===== config.mk =====
export PLATFORM = sky130hd
export DESIGN_NAME = input_port_fifo
export DESIGN_NICKNAME = d
export VERILOG_FILES = /design/src/rtl/input_port_fifo_pkg.sv /design/src/rtl/input_port_fifo_inbuf_mem.sv /design/src/rtl/input_port_fifo.sv
export SDC_FILE = /design/constraint.sdc
export NUM_CORES = 1
export LEC_CHECK = 0
export BUFFER_PORTS_ARGS = -buffer_cell sky130_fd_sc_hd__buf_4
export CORE_UTILIZATION = 55
export CTS_CLUSTER_SIZE = 28
export DETAILED_ROUTE_END_ITERATION = 16
export GPL_TIMING_DRIVEN = 0
export PLACE_DENSITY = 0.75
export SETUP_SLACK_MARGIN = 0.1
export SLEW_MARGIN = 20
export SYNTH_ARGS = -nofsm -noshare
export SYNTH_HDL_FRONTEND = slang
export SYNTH_SLANG_ARGS = --single-unit

===== constraint.sdc =====
create_clock -name clk -period 4.85 [get_ports clk]
set_input_delay 0.2425 -clock clk [delete_from_list [all_inputs] [get_ports clk]]
set_output_delay 0.2425 -clock clk [all_outputs]
set_load 0.005 [all_outputs]

===== src/rtl/input_port_fifo_pkg.sv =====
// Shared router constants (FLIT_SIZE, LOG_PORTS_CNT, INBUF_DEFAULT_DEPTH) and types for the input buffer.
// Optional same-cycle bypass of an empty buffer is enabled by defining INBUF_BYPASS_EN.
`ifndef FLIT_SIZE
`define FLIT_SIZE 16
`endif
`ifndef LOG_PORTS_CNT
`define LOG_PORTS_CNT 3
`endif
`ifndef INBUF_DEFAULT_DEPTH
`define INBUF_DEFAULT_DEPTH 4
`endif

package input_port_fifo_pkg;
   localparam int FLIT_W = `FLIT_SIZE;
   localparam int INBUF_DEFAULT_DEPTH = `INBUF_DEFAULT_DEPTH;

   typedef logic [1:`FLIT_SIZE] flit_t;
endpackage


===== src/rtl/input_port_fifo_inbuf_mem.sv =====
// DEPTH x FLIT_SIZE flit storage: synchronous write, asynchronous read, data not reset.
module inbuf_mem
   import input_port_fifo_pkg::*;
#(
   parameter int DEPTH = INBUF_DEFAULT_DEPTH,
   parameter int PTR_W = $clog2(DEPTH)
) (
   input  logic             clk,
   input  logic             wrEn,
   input  logic [PTR_W-1:0] wrAddr,
   input  flit_t            wrData,
   input  logic [PTR_W-1:0] rdAddr,
   output flit_t            rdData
);

   flit_t mem [DEPTH];

   always_ff @(posedge clk) begin
      if (wrEn) mem[wrAddr] <= wrData;
   end

   assign rdData = mem[rdAddr];

endmodule


===== src/rtl/input_port_fifo.sv =====
// Per-input-port circular flit buffer feeding the priority_port chain; pops on switch-allocation grant.
// Build with INBUF_BYPASS_EN to present an incoming flit at the head of an empty buffer in the same cycle.
module input_port_fifo
   import input_port_fifo_pkg::*;
#(
   parameter int DEPTH = INBUF_DEFAULT_DEPTH,
   parameter int PTR_W = $clog2(DEPTH)
) (
   input  logic               clk,
   input  logic               rst,
   input  logic               in_valid,
   input  logic [1:`FLIT_SIZE] in_flit,
   output logic               in_ready,
   input  logic               grant,
   output logic               port_isNew,
   output logic [1:`FLIT_SIZE] port,
   output logic [PTR_W:0]     count,
   output logic               overflow
);

   localparam logic [PTR_W:0] FULL_CNT = (PTR_W+1)'(DEPTH);

   // Handshake: a flit transfers on an edge where in_valid && in_ready; in_valid
   // while full is dropped and latches overflow. grant pops only when port_isNew.
   logic [PTR_W-1:0] rdPtr, wrPtr;
   logic [PTR_W:0]   countQ;
   logic             overflowQ;
   logic             isEmpty, isFull;
   logic             push, doWrite, doPop, bypassHit;
   logic             headValid;
   flit_t            rdData, headFlit;

   assign isEmpty  = (countQ == '0);
   assign isFull   = (countQ == FULL_CNT);
   assign in_ready = !isFull;
   assign push     = in_valid && in_ready;

`ifdef INBUF_BYPASS_EN
   // Empty buffer offers the arriving flit directly; a grant consumes it without storing.
   assign bypassHit = isEmpty && in_valid && grant;
   assign headValid = !isEmpty || in_valid;
   assign headFlit  = isEmpty ? in_flit : rdData;
`else
   assign bypassHit = 1'b0;
   assign headValid = !isEmpty;
   assign headFlit  = rdData;
`endif

   assign doWrite = push && !bypassHit;
   assign doPop   = grant && !isEmpty;

   inbuf_mem #(.DEPTH(DEPTH), .PTR_W(PTR_W)) u_mem (
      .clk    (clk),
      .wrEn   (doWrite),
      .wrAddr (wrPtr),
      .wrData (in_flit),
      .rdAddr (rdPtr),
      .rdData (rdData)
   );

   always_ff @(posedge clk or posedge rst) begin
      if (rst) begin
         rdPtr     <= '0;
         wrPtr     <= '0;
         countQ    <= '0;
         overflowQ <= 1'b0;
      end else begin
         if (doWrite) wrPtr <= wrPtr + PTR_W'(1);
         if (doPop)   rdPtr <= rdPtr + PTR_W'(1);
         if (doWrite && !doPop)      countQ <= countQ + (PTR_W+1)'(1);
         else if (doPop && !doWrite) countQ <= countQ - (PTR_W+1)'(1);
         if (in_valid && isFull) overflowQ <= 1'b1;
      end
   end

   assign port_isNew = headValid;
   assign port       = headValid ? headFlit : '0;
   assign count      = countQ;
   assign overflow   = overflowQ;

endmodule


## Yosys cells after proc, flatten, opt, wreduce, memory -nomap -nowiden

Memory sizes are Yosys's and may differ from the RTL's.
Index checks and enable logic that the tools add are counted.
Widths: inputs -> output; s select.

- Flip-flop bits (word level): 8
- Output and inout bits: 22
- Input bits: 20
- Memories kept: 1
- Memory bits (writable): 64
- Word-level logic and storage cells: 26

- $add $sub $neg: 4
- Eq/ne operators: 1
- Mux-type cells: 5
- Reduce and logical (&&, ||, !) cells: 11

Memory list:

| memory | words | width | rd ports | clocked after Yosys merged registers in | wr ports | RTL line | RTL |
|---|---|---|---|---|---|---|---|
| u_mem.mem | 4 | 16 | 1 | 0 | 1 | input_port_fifo_inbuf_mem.sv:16 | `flit_t mem [DEPTH];` |

Operators with widths:

| operator | count |
|---|---|
| $mux 16 | 1 |
| $mux 3 | 2 |
| $logic_and 1x1->1 | 5 |
| $add 2x1->2 const B | 2 |
| $logic_not 1->1 | 4 |
| $add 3x1->3 const B | 1 |
| $eq 3x3->1 const B | 1 |
| $logic_not 3->1 | 1 |
| $sub 3x1->3 const B | 1 |
| $mux 1 | 2 |
| $reduce_bool 2->1 | 1 |

## Logic depth before layout (Yosys ltp)

- Word-level depth: 7
- Depth in mapped cells: 9
- Depth with buffers taken out: 8

## Cells and area by module

A second synthesis with hierarchy kept.

- Cell total of the unflattened synthesis: 135
- Area total of the unflattened synthesis: 2894.0 µm²

Modules (own cells, without submodules):

| module | area an instance (µm²) | times used | seq. area each (µm²) | cells an instance |
|---|---|---|---|---|
| inbuf_mem | 2377.3 | 1 | 1921.8 | 88 |
| input_port_fifo | 516.7 | 1 | 200.2 | 47 |

## Worst setup path before layout

OpenSTA, ideal clock, no wires.

- Path kind: reg2reg
- From: register countQ[0] (netlist: count[0])
- To: register countQ[2] (netlist: count[2])
- Buffers on the path: 1
- Setup time: 0.079 ns
- Data arrival time: 2.042 ns
- Required time: 4.771 ns
- Setup slack: 2.728 ns
- Cell stages (with the launch flop): 10
- Clock period less this slack: 2.122 ns
- Path through: dfrtp_1 > or3_1 > clkbuf_1 > nand2_1 > ha_1 > inv_1 > fa_1 > xor2_1 > nor2_1 > xor2_1

- Word-level cells in the longest chain between the ends: 6
- Elaborated cells between the ends (all ways): 15
- Those cells by class: 2 x add/sub; 1 x eq/ne; 2 x mux; 10 x reduce/logical

RTL lines:

| element | RTL line | RTL |
|---|---|---|
| from (decl) | input_port_fifo.sv:26 | `logic [PTR_W:0] countQ;` |
| from (signal assigned) | input_port_fifo.sv:70 | `if (doWrite && !doPop) countQ <= countQ + (PTR_W+1)'(1);` |
| from (signal assigned) | input_port_fifo.sv:71 | `else if (doPop && !doWrite) countQ <= countQ - (PTR_W+1)'(1);` |
| branches (longest 6 deep; another with $sub 3x1->3) | -- |  |

Several ways; the timed one is not identified. The select of a mux whose other input is x is not followed.
A chain may end at the register's enable or synchronous reset.

## Worst setup path in the final report

Ends and elaborated chain as after synthesis.

==> metrics.txt <==
outcome=finished, final reports clean; Clock Sinks=72; CP Launch Type=flop; FFs w/ async S/R, synth=0.1111; Hold EP=u_mem.mem[3][0]; antenna viol nets, final=0; Post-DP Area=3309 um^2; Synth Instances=141; Synth Area in XOR/XNOR=0.01803; initial DRC count=85; vias per inst=5.219; pwr dens=618.2 nW/um^2; DR WL/cell=18.09 um; Yosys top cell area share=0.6595; register area share after synthesis=0.7282; syn nets=167; FILL cells=340; Layout area overhead=21.98%; Final HPWL DP=3076 um; Reg2Reg Setup Slack=2.47 ns; mean post-synth cell area=20.67 um^2; initial antenna violation count=0; CTS buffer count=9; total number of vias=1404; post_cts resized=0; H-Tree Depth=3; post-place setup slack=2.446 ns; Hold-fix buffers, CTS=1; DRC viols=0; Worst slew margin=0.4279; Die Wd=74.79 um; period utilization=0.4917; post-synthesis mux area share=0.1417; CP max-delay cell=dfrtp_1; CP arrival=2.65 ns; fmax=419.3 MHz; GR Overflow Total=0; die area=5594 um^2; Synth Cell Area=2914 um^2; Final min period=2.385 ns; share of post-route cells with drive strength above 1=0.3618; crit-path cells=or3_1 > clkbuf_1 > nand2_1 > ha_1 > inv_1 > fa_1 > xor2_1 > nor2_1 > xor2_1; synth unique cells=23; n_diodes=0; largest family of logic cells by synthesized area=multiplexers; largest net degree at the start of global routing=17; Clock Latency Late Sink=0.33 ns; Slew Limit Fails=0; critical path required time=5.11 ns; io pins=42; Yosys warning total=0; Area contributors post-synth=edfxtp_1 66%, mux4_1 7.2%, dfrtp_1 6.9%; Final Hold Vio Count=0; final setup margin=2.465 ns; Max-Cap Viols=0; Worst VDD drop=0.0003553 V; r2r worst-path depth=9; worst hold margin=0.1062 ns; most used cell, CP=xor2_1; post-synthesis compound-gate area fraction=0.002576; nets@finish=220; crit end category=flop; GP Congestion=0.6471; Initial Utilization=0.5706; worst reg2reg startpoint=count[0]; Max stage delay on crit path=0.46 ns; Clock Tree Buf Depth=2; Die H=74.79 um; CTS clk-pin slew, worst paths=0.07 ns; simple-gate share of the synthesized area=0.05582; first-pass detailed-route iteration total=4; vias in the first global route=1462; EDFF count, synth=64; Hold Crit Start=in_flit[16]; Top delay family on crit path=simple AND/OR/NAND/NOR gates; RR Endpoint=count[2]; Total Power=2.198 mW; Leak Pwr=1.322 nW; All-Layer GR Usage=0.1994; count leader, synth=edfxtp_1; setup violators final=0; row cnt=26; core area=5107 um^2; critical path fanouts, max=10; #FFs+latches synth=72; root buf cell=clkbuf_8; Clock Skew=0.005975 ns; area leader, netlist=edfxtp_1; Primary FF master, synth=edfxtp_1; first-pass GRT wire length=7424 um; # Post-CTS Setup Buffers=0; Routed WL=4866 um; input/output buffers=41; Hold Path Class=input port to flop; Worst-Margin Slew=0.8582 ns; CTS tree=done; setup repair after global routing missed its margin=no; final setup TNS=0 ns; Setup CP Type=flop to flop; Final Cell Area=3555 um^2; commonest cells in the netlist=64 x edfxtp_1, 20 x and2_1, 8 x dfrtp_1, 8 x mux4_1, 8 x mux4_2; hold path depth=1; WP buf/inv=2; adder-cell area share of the yosys netlist=0.02834
area by class of cell:
type	count	area (um^2)	area share
Buffer	7	55.05	0.01549
Clock buffer	10	127.6	0.03590
Clock inverter	6	107.6	0.03027
Inverter	5	18.77	0.005280
Multi-Input combinational cell	57	718.2	0.2020
Sequential cell	72	2122	0.5970
Tap cell	70	87.58	0.02464
Timing Repair Buffer	42	317.8	0.08941
metal layers:
metal,up-vias,wire length (um),GRT usage,part of all wire
met5,-,0,0,0
met4,0,77,0.1132,0.016
met3,8,171,0.04284,0.035
met2,43,2620,0.3363,0.54
met1,704,1997,0.2400,0.41
li1,649,-,-,-
worst register-to-register path, stage by stage (launching register included):
cell and delay (ns):
dfrtp_1 0.46, or3_1 0.39, clkbuf_1 0.23, nand2_1 0.17, ha_1 0.22, inv_1 0.07
fa_1 0.37, xor2_1 0.15, nor2_1 0.12, xor2_1 0.15
how the worst max path moves through the flow:
stage | from | endpoint | slack, ns | cells after the start
final | count[0] | count[2] | 2.47 | 9
after global routing | count[0] | count[2] | 2.29 | 9
after CTS | count[0] | count[2] | 2.42 | 9
after detailed placement | count[0] | count[2] | 2.45 | 9
after global placement | count[0] | count[2] | 2.52 | 9
after floorplan | count[0] | count[2] | 2.73 | 9
through the flow:
step                  util  std cells
floorplan                -        141
global placement    0.6480        252
detailed placement  0.6480        252
CTS                 0.6960        269
global route        0.6960        269
finish              0.6960        269
cell families after synthesis:
group,count (synthesis)
AOI/OAI and AO/OA,1
muxes,18
xor gates and xnor gates,6
adders and majority gates,6
buffers and inverters,12
DFF,72
and+or+nand+nor,26
cell usage in the layout, fill, tap and decap left out:
master         count
edfxtp_1          64
nor3b_2            1
xnor2_1            4
mux4_2             8
nand3_1            1
mux2_1             1
clkbuf_8           9
fa_1               1
buf_4             41
inv_1              5
dfrtp_1            8
xor2_1             2
or3_1              1
dlygate4sd3_1      1
nand2_1            1
clkbuf_1           2
bufinv_16          3
mux4_1             8
nor2b_1            1
and2_1            20
ha_1               5
clkinvlp_4         1
mux2_2             1
buf_2              4
nor2_1             1
a21o_1             1
buf_12             1
buf_6              1
clkinv_2           2
sequential cells by signal, indices dropped and copies added, names as in the netlist:
register,flops
rdPtr,2
wrPtr,2
overflow,1
u_mem.mem,64
count,3
where the power goes:
group / internal (mW) / total, mW / switching, mW / leakage (nW)
logic: 0.435 / 0.757 / 0.322 / 0.528
clock network: 0.340 / 0.551 / 0.212 / 0.116
registers: 0.833 / 0.890 / 0.0565 / 0.678
total: 1.61 / 2.20 / 0.590 / 1.32
No activity file was read; power rests on OpenSTA's default activity.
